===== config.mk =====
export PLATFORM = sky130hd
export DESIGN_NAME = ps2_key_tracker_flat
export DESIGN_NICKNAME = d
export VERILOG_FILES = /design/src/rtl/ps2_key_tracker_if.sv /design/src/rtl/ps2_key_tracker.sv /design/src/flat_wrapper.sv
export SDC_FILE = /design/constraint.sdc
export NUM_CORES = 1
export LEC_CHECK = 0
export CORE_ASPECT_RATIO = 0.9
export CORE_MARGIN = 10
export CORE_UTILIZATION = 63
export DETAILED_ROUTE_END_ITERATION = 7
export DONT_BUFFER_PORTS = 1
export PLACE_DENSITY = 0.79
export SETUP_SLACK_MARGIN = 0.2
export SLEW_MARGIN = 25
export SYNTH_ARGS = -nofsm -noshare
export SYNTH_HDL_FRONTEND = slang
export SYNTH_SLANG_ARGS = --single-unit

===== constraint.sdc =====
create_clock -name clk -period 2.95 [get_ports clk]
set_input_delay 0.59 -clock clk [delete_from_list [all_inputs] [get_ports clk]]
set_output_delay 0.59 -clock clk [all_outputs]
set_load 0.02 [all_outputs]

===== src/rtl/ps2_key_tracker_if.sv =====
// PS/2 key tracker bus: raw PS/2 pins in, parsed key events and status out.
// master = tracker side, slave = consumer side (drives the PS/2 pins).
interface ps2_key_tracker_if #(
    parameter int CNT_W = 8
);
    logic             ps2_clk;
    logic             ps2_data;
    logic [7:0]       key_code;
    logic             key_ext;
    logic             key_break;
    logic             key_valid;
    logic             key_down;
    logic [CNT_W-1:0] press_cnt;
    logic             overflow;
    logic             parity_err;

    modport master (
        input  ps2_clk, ps2_data,
        output key_code, key_ext, key_break, key_valid, key_down,
               press_cnt, overflow, parity_err
    );

    modport slave (
        output ps2_clk, ps2_data,
        input  key_code, key_ext, key_break, key_valid, key_down,
               press_cnt, overflow, parity_err
    );
endinterface


===== src/rtl/ps2_key_tracker.sv =====
// PS/2 keyboard front end: frame receiver, byte FIFO, make/break/E0 parser, held-key tracking.
// Define PS2_PARITY_CHK_EN to drop odd-parity failures and flag them on parity_err.
module ps2_key_tracker #(
    parameter int FIFO_DEPTH  = 8,
    parameter int CNT_W       = 8,
    parameter int TIMEOUT_CYC = 50000
) (
    input  logic                  clk,
    input  logic                  rst,
    ps2_key_tracker_if.master     bus
);
    localparam int AW = $clog2(FIFO_DEPTH);
    localparam int TW = $clog2(TIMEOUT_CYC + 1);
    localparam logic [TW-1:0] TO_LAST = TW'(TIMEOUT_CYC - 1);

    typedef enum logic [1:0] {IDLE, EXT, BRK, EXT_BRK} state_t;

    // ---------------- receiver ----------------
    logic [2:0]    clk_sync;
    logic [1:0]    dat_sync;
    logic          fall;
    logic          data_bit;
    logic [3:0]    bit_cnt;
    logic [10:0]   shreg;
    logic [10:0]   sh_next;
    logic [TW-1:0] tcnt;
    logic          frame_ok;
    logic          par_ok;
    logic          wr_en;
    logic [7:0]    wr_data;
    logic          par_err_r;

    always_ff @(posedge clk) begin
        if (rst) begin
            clk_sync <= '1;
            dat_sync <= '1;
        end else begin
            clk_sync <= {clk_sync[1:0], bus.ps2_clk};
            dat_sync <= {dat_sync[0], bus.ps2_data};
        end
    end

    assign fall     = clk_sync[2] & ~clk_sync[1];
    assign data_bit = dat_sync[1];

    // Frame is judged on the shift value including the stop bit sampled this cycle.
    always_comb begin
        sh_next  = {data_bit, shreg[10:1]};
        frame_ok = ~sh_next[0] & sh_next[10];
`ifdef PS2_PARITY_CHK_EN
        par_ok   = ^sh_next[9:1];
`else
        par_ok   = 1'b1;
`endif
    end

    always_ff @(posedge clk) begin
        if (rst) begin
            bit_cnt   <= '0;
            shreg     <= '0;
            tcnt      <= '0;
            wr_en     <= 1'b0;
            wr_data   <= '0;
            par_err_r <= 1'b0;
        end else begin
            wr_en <= 1'b0;
            if (fall) begin
                tcnt  <= '0;
                shreg <= sh_next;
                if (bit_cnt == 4'd10) begin
                    bit_cnt <= '0;
                    if (frame_ok) begin
                        if (par_ok) begin
                            wr_en   <= 1'b1;
                            wr_data <= sh_next[8:1];
                        end else begin
                            par_err_r <= 1'b1;
                        end
                    end
                end else begin
                    bit_cnt <= bit_cnt + 4'd1;
                end
            end else if (bit_cnt != 4'd0) begin
                if (tcnt == TO_LAST) begin
                    bit_cnt <= '0;
                    tcnt    <= '0;
                end else begin
                    tcnt <= tcnt + 1'b1;
                end
            end else begin
                tcnt <= '0;
            end
        end
    end

    // ---------------- byte FIFO ----------------
    logic [7:0]  mem [FIFO_DEPTH];
    logic [AW:0] wr_ptr;
    logic [AW:0] rd_ptr;
    logic        empty;
    logic        full;
    logic        pop;
    logic [7:0]  rd_byte;
    logic        ovf_r;

    assign empty   = (wr_ptr == rd_ptr);
    assign full    = (wr_ptr[AW] != rd_ptr[AW]) && (wr_ptr[AW-1:0] == rd_ptr[AW-1:0]);
    assign pop     = !empty;
    assign rd_byte = mem[rd_ptr[AW-1:0]];

    always_ff @(posedge clk) begin
        if (rst) begin
            wr_ptr <= '0;
            rd_ptr <= '0;
            ovf_r  <= 1'b0;
        end else begin
            if (wr_en) begin
                if (full) ovf_r  <= 1'b1;
                else      wr_ptr <= wr_ptr + 1'b1;
            end
            if (pop) rd_ptr <= rd_ptr + 1'b1;
        end
    end

    always_ff @(posedge clk) begin
        if (wr_en && !full) mem[wr_ptr[AW-1:0]] <= wr_data;
    end

    // ---------------- parser FSM ----------------
    state_t state;
    state_t state_nx;
    logic   is_e0;
    logic   is_f0;
    logic   ev_fire;
    logic   ev_ext;
    logic   ev_brk;

    assign is_e0 = (rd_byte == 8'hE0);
    assign is_f0 = (rd_byte == 8'hF0);

    always_ff @(posedge clk) begin
        if (rst) state <= IDLE;
        else     state <= state_nx;
    end

    always_comb begin
        state_nx = state;
        if (pop) begin
            unique case (state)
                IDLE:    state_nx = is_e0 ? EXT : (is_f0 ? BRK : IDLE);
                EXT:     state_nx = is_f0 ? EXT_BRK : (is_e0 ? EXT : IDLE);
                BRK:     state_nx = is_e0 ? EXT_BRK : (is_f0 ? BRK : IDLE);
                EXT_BRK: state_nx = (is_e0 || is_f0) ? EXT_BRK : IDLE;
                default: state_nx = IDLE;
            endcase
        end
    end

    always_comb begin
        ev_fire = pop && !is_e0 && !is_f0;
        ev_ext  = (state == EXT) || (state == EXT_BRK);
        ev_brk  = (state == BRK) || (state == EXT_BRK);
    end

    // ---------------- event and held-key tracking ----------------
    logic [7:0]       code_r;
    logic             ext_r;
    logic             brk_r;
    logic             valid_r;
    logic             down_r;
    logic [8:0]       held_r;
    logic [CNT_W-1:0] cnt_r;

    always_ff @(posedge clk) begin
        if (rst) begin
            code_r  <= '0;
            ext_r   <= 1'b0;
            brk_r   <= 1'b0;
            valid_r <= 1'b0;
            down_r  <= 1'b0;
            held_r  <= '0;
            cnt_r   <= '0;
        end else begin
            valid_r <= ev_fire;
            if (ev_fire) begin
                code_r <= rd_byte;
                ext_r  <= ev_ext;
                brk_r  <= ev_brk;
                if (!ev_brk) begin
                    // Only a new key counts; repeats of the held key are typematic.
                    if (!down_r || {ev_ext, rd_byte} != held_r) begin
                        cnt_r  <= cnt_r + 1'b1;
                        down_r <= 1'b1;
                        held_r <= {ev_ext, rd_byte};
                    end
                end else if ({ev_ext, rd_byte} == held_r) begin
                    down_r <= 1'b0;
                end
            end
        end
    end

    assign bus.key_code   = code_r;
    assign bus.key_ext    = ext_r;
    assign bus.key_break  = brk_r;
    assign bus.key_valid  = valid_r;
    assign bus.key_down   = down_r;
    assign bus.press_cnt  = cnt_r;
    assign bus.overflow   = ovf_r;
`ifdef PS2_PARITY_CHK_EN
    assign bus.parity_err = par_err_r;
`else
    assign bus.parity_err = 1'b0;
`endif
endmodule


===== src/flat_wrapper.sv =====
// flat-port wrapper written by rule: the top's interface ports become plain ports
module ps2_key_tracker_flat 
#(
    parameter int FIFO_DEPTH  = 8,
    parameter int CNT_W       = 8,
    parameter int TIMEOUT_CYC = 50000
)
  (clk, rst, bus_ps2_clk, bus_ps2_data, bus_key_code, bus_key_ext, bus_key_break, bus_key_valid, bus_key_down, bus_press_cnt, bus_overflow, bus_parity_err);
  ps2_key_tracker_if #(.CNT_W(CNT_W)) bus_i ();
  input  logic clk;
  input  logic rst;
  input wire logic [$bits(bus_i.ps2_clk)-1:0] bus_ps2_clk;
  input wire logic [$bits(bus_i.ps2_data)-1:0] bus_ps2_data;
  output wire logic [$bits(bus_i.key_code)-1:0] bus_key_code;
  output wire logic [$bits(bus_i.key_ext)-1:0] bus_key_ext;
  output wire logic [$bits(bus_i.key_break)-1:0] bus_key_break;
  output wire logic [$bits(bus_i.key_valid)-1:0] bus_key_valid;
  output wire logic [$bits(bus_i.key_down)-1:0] bus_key_down;
  output wire logic [$bits(bus_i.press_cnt)-1:0] bus_press_cnt;
  output wire logic [$bits(bus_i.overflow)-1:0] bus_overflow;
  output wire logic [$bits(bus_i.parity_err)-1:0] bus_parity_err;
  assign bus_i.ps2_clk = bus_ps2_clk;
  assign bus_i.ps2_data = bus_ps2_data;
  assign bus_key_code = bus_i.key_code;
  assign bus_key_ext = bus_i.key_ext;
  assign bus_key_break = bus_i.key_break;
  assign bus_key_valid = bus_i.key_valid;
  assign bus_key_down = bus_i.key_down;
  assign bus_press_cnt = bus_i.press_cnt;
  assign bus_overflow = bus_i.overflow;
  assign bus_parity_err = bus_i.parity_err;
  ps2_key_tracker #(.FIFO_DEPTH(FIFO_DEPTH), .CNT_W(CNT_W), .TIMEOUT_CYC(TIMEOUT_CYC)) u_core (.clk(clk), .rst(rst), .bus(bus_i));
endmodule

==> implementation parameters, run 1 <==
Parameter                              Value

Layout
  Filler cell count    around 560
  Net count, final    543
  Area growth from synthesis to layout    16.7%
  Number of diodes added for antenna fixing    0
  Register cell area after layout    0.00367 mm²
  Fraction of final layout cells with drive strength greater than 1    between 10% and 20%
  Area of combinational cells with multiple inputs    0.00226 mm²
  Post-Route Utilization    about three quarters

Timing
  Final cycle utilization of the critical path    a little over nine tenths
  Unrepaired setup endpoints after global routing    yes
  Final number of setup-violating endpoints    0
  Clock period minus final worst setup slack    ~2.8 ns
  Max-slew violation count    0
  Final Hold Violating Endpoints    0
  Maximum clock frequency    354 MHz
  Largest clock skew in the final design    0.0108 ns
  Least-Margin Pin Slew    0.725 ns
  Relative slew margins    around half

Critical path
  Worst Path Max Fanout    8
  Worst reg2reg path endpoint    u_core.bus.press_cnt[4]$_SDFFE_PP0P_
  Classification of the worst setup path    reg2reg
  Register-to-Register Setup Slack    ~0.13 ns
  Crit start category    flop
  Critical path arrival    ~3.2 ns
  Number of cells on the worst reg-to-reg path    9
  Critical path capture point type    flop
  Required time of the critical path    3.36 ns
  End of the critical path    u_core.bus.press_cnt[4]$_SDFFE_PP0P_

Synthesis
  Share of flip-flops with an asynchronous set or reset after synthesis    0%
  Count of flip-flops with a built-in enable after synthesis    64
  Synthesized instance count    a little over 500
  Register bit total from synthesis    approximately 150
  Synth Cell Area    0.00599 mm²
  Predominant post-synthesis flop cell    dfxtp_1
  Most numerous cell in the Yosys netlist    dfxtp_1
  Post-Syn Area per Cell    between 10 and 15 µm²
  Share of synthesized area occupied by flip-flops and latches    61.2%
  Share of Yosys cell area claimed by the top area cell type    about a third
  Number of distinct standard cells referenced by the synthesized netlist    49
  Number of warning messages in the yosys log    0
  Library cell with the largest summed area after synthesis    edfxtp_1
  Most common library cells after synthesis    dfxtp_1, nor2_1, edfxtp_1
  Top post-synthesis cells by area    edfxtp_1, dfxtp_1, mux2i_1
  Synthesized Nets    518

Global route
  First-pass GRT wire length    around 20000 µm
  Number of global-route vias before repair    3788
  Total global routing overflow    0
  Total GRT Usage    a little under a fifth
  Antenna violations before repair    0
  Maximum number of pins on one net before global-route repair    76

Clocking
  TritonCTS clock tree    yes
  CTS sink cnt    151
  Clock latency on the worst-skew pair    roughly 0.52 ns
  Clock Pin Slew Worst Setup and Hold Paths    around 0.060 ns
  Max Buffers Root-to-Sink    2
  Hold_buf cts    0
  Clock buffer count from CTS    17
  CTS HTree Levels    4
  Cell chosen for the clock root    clkbuf_8

Floorplan
  Effective utilization at floorplan    between 60% and 70%
  I/O pin cnt    26
  Cell row count    33
  Chip Width    roughly 120 µm
  Area of the die    between 0.01 and 0.015 mm²
  Area of the core region    0.00921 mm²
  Chip height    roughly 110 µm

Route
  Number of search-and-repair iterations in the first detailed-routing pass    5
  Number of antenna-violating nets in the routed design    0
  Via density per instance    around 5.7
  Via count    3824
  Wire per inst    between 15 and 20 µm
  Remaining design rule violation count    0
  Total Wirelength    between 10000 and 15000 µm
  Detailed Route Iter0 Violations    350

Pwr
  Static Leakage    around 2.5 nW
  Total power divided by cell area    between 600 and 700 mW/mm²
  Total Power    roughly 4.8 mW
  Worst supply voltage drop on vdd    ~0.46 mV

Min path
  Worst min path class    in2reg
  Hold Crit Start    rst

Placement
  Total half-perimeter wirelength after legalization and detailed placement    ~7600 µm
  Input/output buffers    0
  Final weighted congestion of routability-driven global placement    0.818

Status
  Status    finished clean

Flow run
  Number of max-capacitance violations reported    0
-- cell usage in the layout, fill, tap and decap left out, types with 4 or more instances in the layout --
cell	instances
a21oi_1	26
and3_1	7
buf_4	25
clkbuf_16	17
clkinv_4	4
dfxtp_1	84
edfxtp_1	64
ha_1	7
inv_1	5
mux2_2	9
mux2i_1	29
mux4_2	7
nand2_1	53
nand2b_1	7
nand3_1	10
nand4_1	5
nor2_1	70
nor2b_1	8
nor3_1	7
or2_2	6
xnor2_1	12
xor2_1	21
-- power by group --
group / switching, mW / leakage [nW] / internal (mW)
Combinational: 0.212 / 0.946 / 0.222
Sequential: 0.0705 / 1.30 / 2.21
Clock: 0.820 / 0.287 / 1.30
-- final cells by class --
class / instances / area share [%]
Clock buffer: 19 / 6.18
Clock inverter: 13 / 2.22
Inverter: 5 / 0.268
Multi-Input combinational cell: 327 / 32.3
Sequential cell: 151 / 52.5
Tap cell: 122 / 2.18
Timing Repair Buffer: 30 / 4.37
-- per-layer routing --
layer	track usage, %	share of wire, %	up-vias
met5	0	0	-
met4	5.81	1.2	0
met3	5.76	4.7	12
met2	30.8	53	75
met1	21.6	41	1894
li1	-	-	1843
-- sequential cells by signal, indices dropped and copies added, names as in the netlist, named ones only --
register	count
u_core.mem	64
u_core.tcnt	16
u_core.shreg	10
u_core.held_r	9
u_core.bus.key_code	8
u_core.bus.press_cnt	8
u_core.wr_data	8
u_core.bit_cnt	4
u_core.rd_ptr	4
u_core.wr_ptr	4
u_core.clk_sync	3
u_core.dat_sync	2
u_core.state	2
u_core.bus.key_break	1
u_core.bus.key_down	1
u_core.bus.key_ext	1
u_core.bus.key_valid	1
u_core.bus.overflow	1
u_core.wr_en	1
-- kinds of logic after synthesis --
family,after synthesis,share of synthesized area [%]
and+or+nand+nor,187,14.3
DFF,151,61.2
AOI/OAI and AO/OA,49,5.43
muxes,49,9.88
xor gates and xnor gates,34,4.97
buffers and inverters,29,2.76
adders and majority gates,7,1.46
other,1,0.0626
-- what timing repair did --
action,CTS,global route
cloned,1,1
pin swaps,3,4
buffers inserted,2,4
resized for setup,10,9
setup endpoints to repair,17,18
-- how the worst min path moves through the flow --
stage                                              endpoint  slack (ns)  cells past startpoint
after floorplan               u_core.clk_sync[1]$_SDFF_PP1_        0.39                      1
after global placement        u_core.clk_sync[1]$_SDFF_PP1_        0.40                      1
after detailed placement      u_core.dat_sync[1]$_SDFF_PP1_        0.41                      1
after CTS                    u_core.wr_data[7]$_SDFFE_PP0P_        0.12                      1
after global routing      u_core.bus.key_break$_SDFFE_PP0P_        0.12                      1
final                       u_core.bus.key_ext$_SDFFE_PP0P_        0.14                      1
-- critical path, stage by stage (launching register included) --
cell and delay (ns):
dfxtp_2 0.44, mux4_2 0.57, mux2i_4 0.23, xor2_1 0.24, nand2_1 0.12, nor4_4 0.34
a311oi_4 0.16, buf_12 0.17, nand4_1 0.10, mux2_2 0.34
-- per-stage QoR --
| step | cell area [µm²] | instances | setup WS [ns] | TNS, ns | hold slack (ns) |
|---|---|---|---|---|---|
| 5_1_grt | 6990 | 667 | 0.0234 | 0 | 0.116 |
| 4_1_cts | 6880 | 662 | 0.213 | 0 | 0.117 |
| 2_1_floorplan | 5990 | 507 | 0.221 | 0 | 0.389 |
| 6_report | 6990 | 667 | 0.125 | 0 | 0.143 |
| 3_3_place_gp | 6190 | 627 | 0.0759 | 0 | 0.399 |
| 3_5_place_dp | 6190 | 627 | -0.0374 | -0.0387 | 0.409 |
Note: power is estimated with default switching activity, not from simulation.
==> run 2, diff against run 1 <==
--- a/config.mk
+++ b/config.mk
@@ -10,6 +10,7 @@
 export CORE_UTILIZATION = 63
 export DETAILED_ROUTE_END_ITERATION = 7
 export DONT_BUFFER_PORTS = 1
+export GPL_TIMING_DRIVEN = 1
 export PLACE_DENSITY = 0.79
 export SETUP_SLACK_MARGIN = 0.2
 export SLEW_MARGIN = 25
==> results of run 2 <==
Same layout as run 1: the final DEF is identical, and so are final timing and power.
